`src/rtl/alu_share_arbiter_pkg.sv`:
```
// Shared definitions for the ALU sharing arbiter: ALU op encodings,
// FSM state encoding and a small grant-mask helper.
package alu_share_arbiter_pkg;

    // ALU Control encodings, identical to the ones the ALU decodes
    localparam logic [2:0] ALU_AND      = 3'b000;
    localparam logic [2:0] ALU_OR       = 3'b001;
    localparam logic [2:0] ALU_ADD      = 3'b010;
    localparam logic [2:0] ALU_SUBTRACT = 3'b110;
    localparam logic [2:0] ALU_SLT      = 3'b111;

    localparam int CTRL_W = 3;

    typedef enum logic [1:0] {
        ST_IDLE = 2'd0,
        ST_EXEC = 2'd1,
        ST_RESP = 2'd2
    } state_t;

    // One-hot mask selecting requester idx
    function automatic logic [1:0] req_mask(input logic idx);
        return idx ? 2'b10 : 2'b01;
    endfunction

endpackage

```
`src/rtl/alu_share_arbiter_rr_arb2.sv`:
```
// Combinational two-way round-robin picker. A lone requester always wins;
// on contention the requester that was not granted last time wins.
module rr_arb2 (
    input  logic [1:0] req,
    input  logic       last,
    output logic [1:0] gnt
);

    // Pick the winner from the current requests and the last grant
    always_comb begin
        // NOTE: gnt gets a default before any conditional logic so no path leaves it unassigned, which would infer a latch.
        gnt = 2'b00;
        if (req[0] && (!req[1] || last)) begin
            gnt = 2'b01;
        end else if (req[1] && (!req[0] || !last)) begin
            gnt = 2'b10;
        end
    end

endmodule

```
`src/rtl/alu_share_arbiter.sv`:
```
// Shares one external combinational ALU between two requesters. A winning
// request is latched into the ALU operand registers, evaluated for one
// cycle, and the captured result is held on the winner's response channel
// until it is taken.
module alu_share_arbiter
    import alu_share_arbiter_pkg::*;
#(
    parameter int WIDTH = 8
) (
    input  logic                 clk,
    input  logic                 rst_n,
    input  logic [1:0]           req_valid,
    output logic [1:0]           req_ready,
    input  logic [2*CTRL_W-1:0]  req_ctrl,
    input  logic [2*WIDTH-1:0]   req_a,
    input  logic [2*WIDTH-1:0]   req_b,
    output logic [1:0]           rsp_valid,
    input  logic [1:0]           rsp_ready,
    output logic [WIDTH-1:0]     rsp_result,
    output logic                 rsp_zero,
    output logic [CTRL_W-1:0]    alu_control,
    output logic [WIDTH-1:0]     alu_srca,
    output logic [WIDTH-1:0]     alu_srcb,
    input  logic [WIDTH-1:0]     alu_result,
    input  logic                 alu_zero
);

    state_t     state;
    logic       last_grant;   // index of the most recently granted requester
    logic       owner;        // requester whose op is in flight
    logic [1:0] gnt;
    logic       win;

    rr_arb2 u_arb (
        .req  (req_valid),
        .last (last_grant),
        .gnt  (gnt)
    );

    assign win       = gnt[1];
    // Requests are only accepted while no op is in flight
    assign req_ready = (state == ST_IDLE) ? gnt : 2'b00;

    // Sequencing FSM with operand, result and response registers
    always_ff @(posedge clk or negedge rst_n) begin
        if (!rst_n) begin
            state       <= ST_IDLE;
            last_grant  <= 1'b1;
            owner       <= 1'b0;
            rsp_valid   <= 2'b00;
            rsp_result  <= '0;
            rsp_zero    <= 1'b0;
            alu_control <= '0;
            alu_srca    <= '0;
            alu_srcb    <= '0;
        end else begin
            // NOTE: non-blocking assignments so every register samples pre-edge values regardless of statement order.
            case (state)
                ST_IDLE: begin
                    if (|gnt) begin
                        alu_control <= win ? req_ctrl[2*CTRL_W-1:CTRL_W] : req_ctrl[CTRL_W-1:0];
                        alu_srca    <= win ? req_a[2*WIDTH-1:WIDTH]      : req_a[WIDTH-1:0];
                        alu_srcb    <= win ? req_b[2*WIDTH-1:WIDTH]      : req_b[WIDTH-1:0];
                        owner       <= win;
                        last_grant  <= win;
                        state       <= ST_EXEC;
                    end
                end
                ST_EXEC: begin
                    // Operands have been stable for a full cycle; sample the ALU
                    rsp_result <= alu_result;
                    rsp_zero   <= alu_zero;
                    rsp_valid  <= req_mask(owner);
                    state      <= ST_RESP;
                end
                ST_RESP: begin
                    if (rsp_valid[owner] && rsp_ready[owner]) begin
                        rsp_valid <= 2'b00;
                        state     <= ST_IDLE;
                    end
                end
                default: begin
                    state <= ST_IDLE;
                end
            endcase
        end
    end

endmodule

```
`config.mk`:
```
export PLATFORM = sky130hd
export DESIGN_NAME = alu_share_arbiter
export DESIGN_NICKNAME = d
export VERILOG_FILES = /design/src/rtl/alu_share_arbiter_pkg.sv /design/src/rtl/alu_share_arbiter_rr_arb2.sv /design/src/rtl/alu_share_arbiter.sv
export SDC_FILE = /design/constraint.sdc
export NUM_CORES = 1
export LEC_CHECK = 0
export ABC_AREA = 1
export ABC_CLOCK_PERIOD_IN_PS = 1180
export CORE_MARGIN = 5
export CORE_UTILIZATION = 35
export DETAILED_ROUTE_END_ITERATION = 10
export PLACE_DENSITY = 0.75
export SLEW_MARGIN = 20
export SYNTH_ARGS = -nofsm -noshare
export SYNTH_HDL_FRONTEND = slang
export SYNTH_SLANG_ARGS = --single-unit
```
`constraint.sdc`:
```
create_clock -name clk -period 1.18 [get_ports clk]
set_input_delay 0.118 -clock clk [delete_from_list [all_inputs] [get_ports clk]]
set_output_delay 0.118 -clock clk [all_outputs]
set_load 0.005 [all_outputs]
```
[Yosys cells after proc, flatten, opt, wreduce, memory -nomap -nowiden]
Cells that the tools add are included.
Storage, ports and cells
  word-level logic and storage cells: 43
  bits in registers: 34
  bits of input ports: 53
Cells by class
  mux-type cells: 15
  $lt $le $gt $ge: 1
  reduce and logical (&&, ||, !) cells: 14
  eq/ne operators: 4
Operators with widths (number)
  two-way mux 8 bit: 2
  two-way mux 2 bit: 6
  case mux 2 bit (3 select lines): 1
  AND reduction 2 bit: 3
  two-way mux 1 bit: 4
  case mux 2 bit (2 select lines): 1
  logical AND 1 bit: 3
  zero test 1 bit: 3
  two-way mux 3 bit: 1
  equality test 2 x 1 -> 1 bit, second input constant: 1
  equality test 2 bit, second input constant: 1
  zero test 2 bit: 1
  logical OR 1 bit: 2
  < comparator 1 x 2 -> 1 bit, second input constant: 1
  != test 2 x 1 -> 1 bit, second input constant: 1
  != test 2 bit, second input constant: 1
  nonzero test 2 bit: 1
  OR reduction 2 bit: 1

[Depth between registers and ports, before layout]
  word-level depth: 8
  mapped depth: 7
  depth with buffers taken out: 6

[Cells and area by module]
A second synthesis with hierarchy kept.
Second synthesis, totals
  cells, all modules: 217
  area, all modules: 1679.1 um^2
By module, submodules not included
  alu_share_arbiter: instances 1, area each 1659.1 um^2, seq. area each 852.1 um^2, cells an instance 212
  rr_arb2: instances 1, area each 20.0 um^2, seq. area each 0.0 um^2, cells an instance 5

[Worst setup path before layout]
No wires, ideal clock.
  path kind: flip-flop to flip-flop
  from: reg last_grant
  to: reg alu_control[0]
  buffers on the path: 2
  setup time: 0.116 ns
  data required time: 1.064 ns
  cell stages (with the launch flop): 8
  clock period less this slack: 1.184 ns
  arrival: 1.068 ns
  setup slack: -0.004 ns
  cell sequence: dfstp_2 nand2_2 nand3_1 nand2_1 buf_6 buf_6 nand2_1 nand2_1
Between the ends
  word-level cells in the longest chain between the ends: 7
  elaborated cells on any way between the ends: 10
RTL lines
  start, declared: line alu_share_arbiter.sv:29  | logic last_grant;
  start signal, assigned: line alu_share_arbiter.sv:65  | last_grant <= win;
  zero test 1 bit: line alu_share_arbiter_rr_arb2.sv:15  | end else if (req[1] && (!req[0] || !last)) begin
  logical OR 1 bit: line alu_share_arbiter_rr_arb2.sv:15
  logical AND 1 bit: line alu_share_arbiter_rr_arb2.sv:15
  two-way mux 2 bit: line alu_share_arbiter_rr_arb2.sv:15
  two-way mux 2 bit *: line alu_share_arbiter_rr_arb2.sv:13  | if (req[0] && (!req[1] || last)) begin
  OR reduction 2 bit: line alu_share_arbiter.sv:60  | if (|gnt) begin
  AND reduction 2 bit (no line)
  end signal, assigned: line alu_share_arbiter.sv:61  | alu_control <= win ? req_ctrl[2*CTRL_W-1:CTRL_W] : req_ctrl[CTRL_W-1:0];
  end, declared: line alu_share_arbiter.sv:21  | output logic [CTRL_W-1:0] alu_control,
Mark *: on every way between the ends. The rest lies on a longest branch, timed or not.
A chain may end at the register's enable or synchronous reset.

[Worst setup path after layout]
  from: reg state[1]
  to: out req_ready[0]
Between the ends
  word-level cells in the longest chain between the ends: 2
RTL lines
  start, declared: line alu_share_arbiter.sv:28  | state_t state;
  start signal, assigned: line alu_share_arbiter.sv:47  | state <= ST_IDLE;
  start signal, assigned: line alu_share_arbiter.sv:66  | state <= ST_EXEC;
  start signal, assigned: line alu_share_arbiter.sv:74  | state <= ST_RESP;
  zero test 2 bit: line alu_share_arbiter.sv:42  | assign req_ready = (state == ST_IDLE) ? gnt : 2'b00;
  two-way mux 2 bit: line alu_share_arbiter.sv:42
  end, declared: line alu_share_arbiter.sv:13  | output logic [1:0] req_ready,
No other way between the ends.

==> results by group <==
Timing
  – Final WS setup: -0.200 ns
  – Clock Skew: 0.00454 ns
  – Tmin final: 1.38 ns
  – Tcrit/Tclk final: 117%
  – Final Setup Violations: 24
  – Final Hold Vio Count: 0
  – WHS: 0.328 ns
  – Slew Limit Fails: 0
  – Slew headroom: 67.3%
  – Max Clk Rate: 725 MHz
  – Measured slew at the worst slew-check pin: 0.491 ns
  – RSZ-0062 raised after global routing: yes

Place
  – Placer Congestion: 0.811
  – Final HPWL DP: 3.57 mm
  – Pre-CTS setup slack: -0.317 ns
  – Placed Cells: 358
  – Port Buffer Count: 84

Layout
  – Layout Utilization: 66.3%
  – Ant. Diodes: 0
  – Area Overhead vs Synth: 80.7%
  – Layout cells sized above 1: 22.3%
  – Non-filler cells, final: 380
  – Multi-input logic area: 790 µm²
  – Area occupied by registers: 852 µm²
  – Nets: 380
  – Fillers: 373

Power and ir drop
  – Cell Pwr Density: 2230 mW/mm²
  – Power Total: 6520 µW
  – Switching Share: 37.9%
  – Seq pwr share: 31.3%
  – P_leak: 0.00157 µW
  – Clock Power Share: 13.4%
  – Peak VDD IR: 0.00110 V
  – Int Pwr: 4050 µW
  – Comb pwr share: 55.2%
  – NetSw: 2470 µW

GRT
  – First-pass GRT wire length: 8.42 mm
  – Vias in the first global route: 1798
  – Largest net degree at the start of global routing: 20
  – GRT Overall Usage: 17.0%
  – GR Overflow Total: 0
  – Initial antenna violation count: 0

Clock network
  – Maximum buffer depth of the clock tree: 2
  – Root Driver: clkbuf_8
  – CTS tree: yes
  – Worst skew pair latency: 0.28 ns
  – CTS Sinks: 34
  – Clk slew on worst S/H paths: 0.07 ns
  – CTS buffer count: 5
  – H-tree levels: 2

Drt
  – Vias per cell: 4.64
  – 1st-pass router iterations: 5
  – ANT nets after route: 0
  – WL final: 5.42 mm
  – DR vias: 1765
  – Avg WL per Cell: 14.3 µm
  – DRC Markers: 0
  – Initial drt markers: 93

Synth
  – EDFF count, synth: 0
  – Top_reg_cell synth: dfrtp_1
  – Synthesized area: 0.00162 mm²
  – Sequential share of the synthesized area: 52.6%
  – Post-Syn Nets: 271
  – #FFs+latches synth: 34
  – Mapped Cells: 218
  – Most common cell in the netlist: nand2_1
  – Ranking of synthesized cells by area: dfrtp_1, nand2_1, nand3_1
  – Asr flop ratio synth: 100%
  – Synth area leader: dfrtp_1
  – Post-synthesis cell type count: 14
  – Post-synth top cells: nand2_1, dfrtp_1, nand3_1
  – Avg Cell Area, Syn: 7.43 µm²
  – Synth warnings: 0
  – Yosys top cell area share: 51.0%

Critical path
  – WP data arrival: 1.26 ns
  – Critical path peak fanout: 2
  – FF-to-FF path depth: 8
  – CP startpoint kind: flop
  – Worst setup EP type: output port
  – CP Class: reg -> out
  – CP Data Required Time: 1.06 ns

Floorplanning
  – Initial core utilization: 36.7%
  – Core Box Area: 0.00441 mm²
  – Die Height: 78.0 µm
  – Row count: 24
  – Die width: 78.0 µm
  – I/O pin total: 85
  – Die area: 0.00609 mm²

Job
  – Maxcap violations: 0

Status
  – Failing checks: setup timing
  – Run status: complete, but fails checks

Hold path
  – Hold Crit Class: in -> async
power by group through the flow:
stage	Clock, µW	Sequential (µW)	Combinational, µW
after detailed placement	0	2060	3080
after global placement	0	2050	3010
after global routing	955	2120	3940
after CTS	900	2030	3400
after floorplan	0	2090	1290
final	876	2040	3600
logic make-up (layout without fill, tap and decap cells):
kind of cell              Yosys count  after routing  share of synthesized area [%]
AOI/OAI and AO/OA                   3              3                          0.926
buffers and inverters              19            129                           6.49
DFF                                34             34                           52.6
and+or+nand+nor                   161            161                           39.5
xor gates and xnor gates            1              1                          0.541
path summary, 6_finish.rpt:
path                                    start       endpoint  slack, ns
worst max-delay path                 state[1]   req_ready[0]      -0.20
worst min-delay path                    rst_n  rsp_result[1]       0.33
worst max register to register     last_grant    alu_srcb[2]      -0.12
worst min register to register  rsp_result[0]  rsp_result[0]       0.47
max in group asynchronous               rst_n    alu_srca[1]       0.39
min in group clk                alu_result[4]  rsp_result[4]       0.37
layer usage:
layer  track usage (%)  up-vias  share of wire (%)
met5                 0        -                  0
met4              4.90        0                2.0
met3              5.26       14                6.3
met2              28.8       59                 50
met1              20.7      809                 41
li1                  -      883                  -
worst max-delay path, stage by stage, from the launching register on:
cell	delay (ns)
dfrtp_1	0.41
nor2_4	0.16
buf_6	0.12
nand2_2	0.04
a21oi_2	0.12
buf_2	0.13
final cells by class:
cell class,instances,area share [%]
Timing Repair Buffer,113,37.3
Sequential cell,34,29.1
Multi-Input combinational cell,165,27.0
Clock buffer,7,2.95
Tap cell,52,2.22
Inverter,8,1.28
Clock inverter,1,0.171
flip-flops by register name (all words and copies together) (netlist names):
signal       cells
rsp_zero         1
alu_srcb         8
alu_srca         8
owner            1
state            2
rsp_valid        2
rsp_result       8
last_grant       1
alu_control      3
placed cells by master (no fill, tap or decap), drive strengths merged:
cell type	Yosys	layout
nor2	2	2
nand3	24	24
clkbuf	0	8
clkdlybuf4s50	0	51
xor2	1	1
a21oi	1	1
nand2	135	135
dlygate4sd3	0	1
dfrtp	33	33
clkinv	0	1
dlygate4sd2	0	30
dfstp	1	1
buf	11	30
inv	8	8
o21ai	2	2
metrics by stage:
| step | instance area (µm²) | TNS (ns) |
|---|---|---|
| after global placement | 2600 | -6.33 |
| after global routing | 2930 | -4.24 |
| after CTS | 2860 | -2.30 |
| after floorplan | 1620 | 0 |
| after detailed placement | 2600 | -6.92 |
| final | 2930 | -2.51 |
timing repair:
action | in CTS | in global routing
buffers inserted | 9 | 1
gates resized for setup | 76 | 13
gates cloned | 2 | 1
pin swaps | 5 | 3
setup endpoints to repair | 54 | 36
hold buffers | 1 | 0
endpoints found under the hold margin | 16 | 0
(Power assumes the default switching activity.)
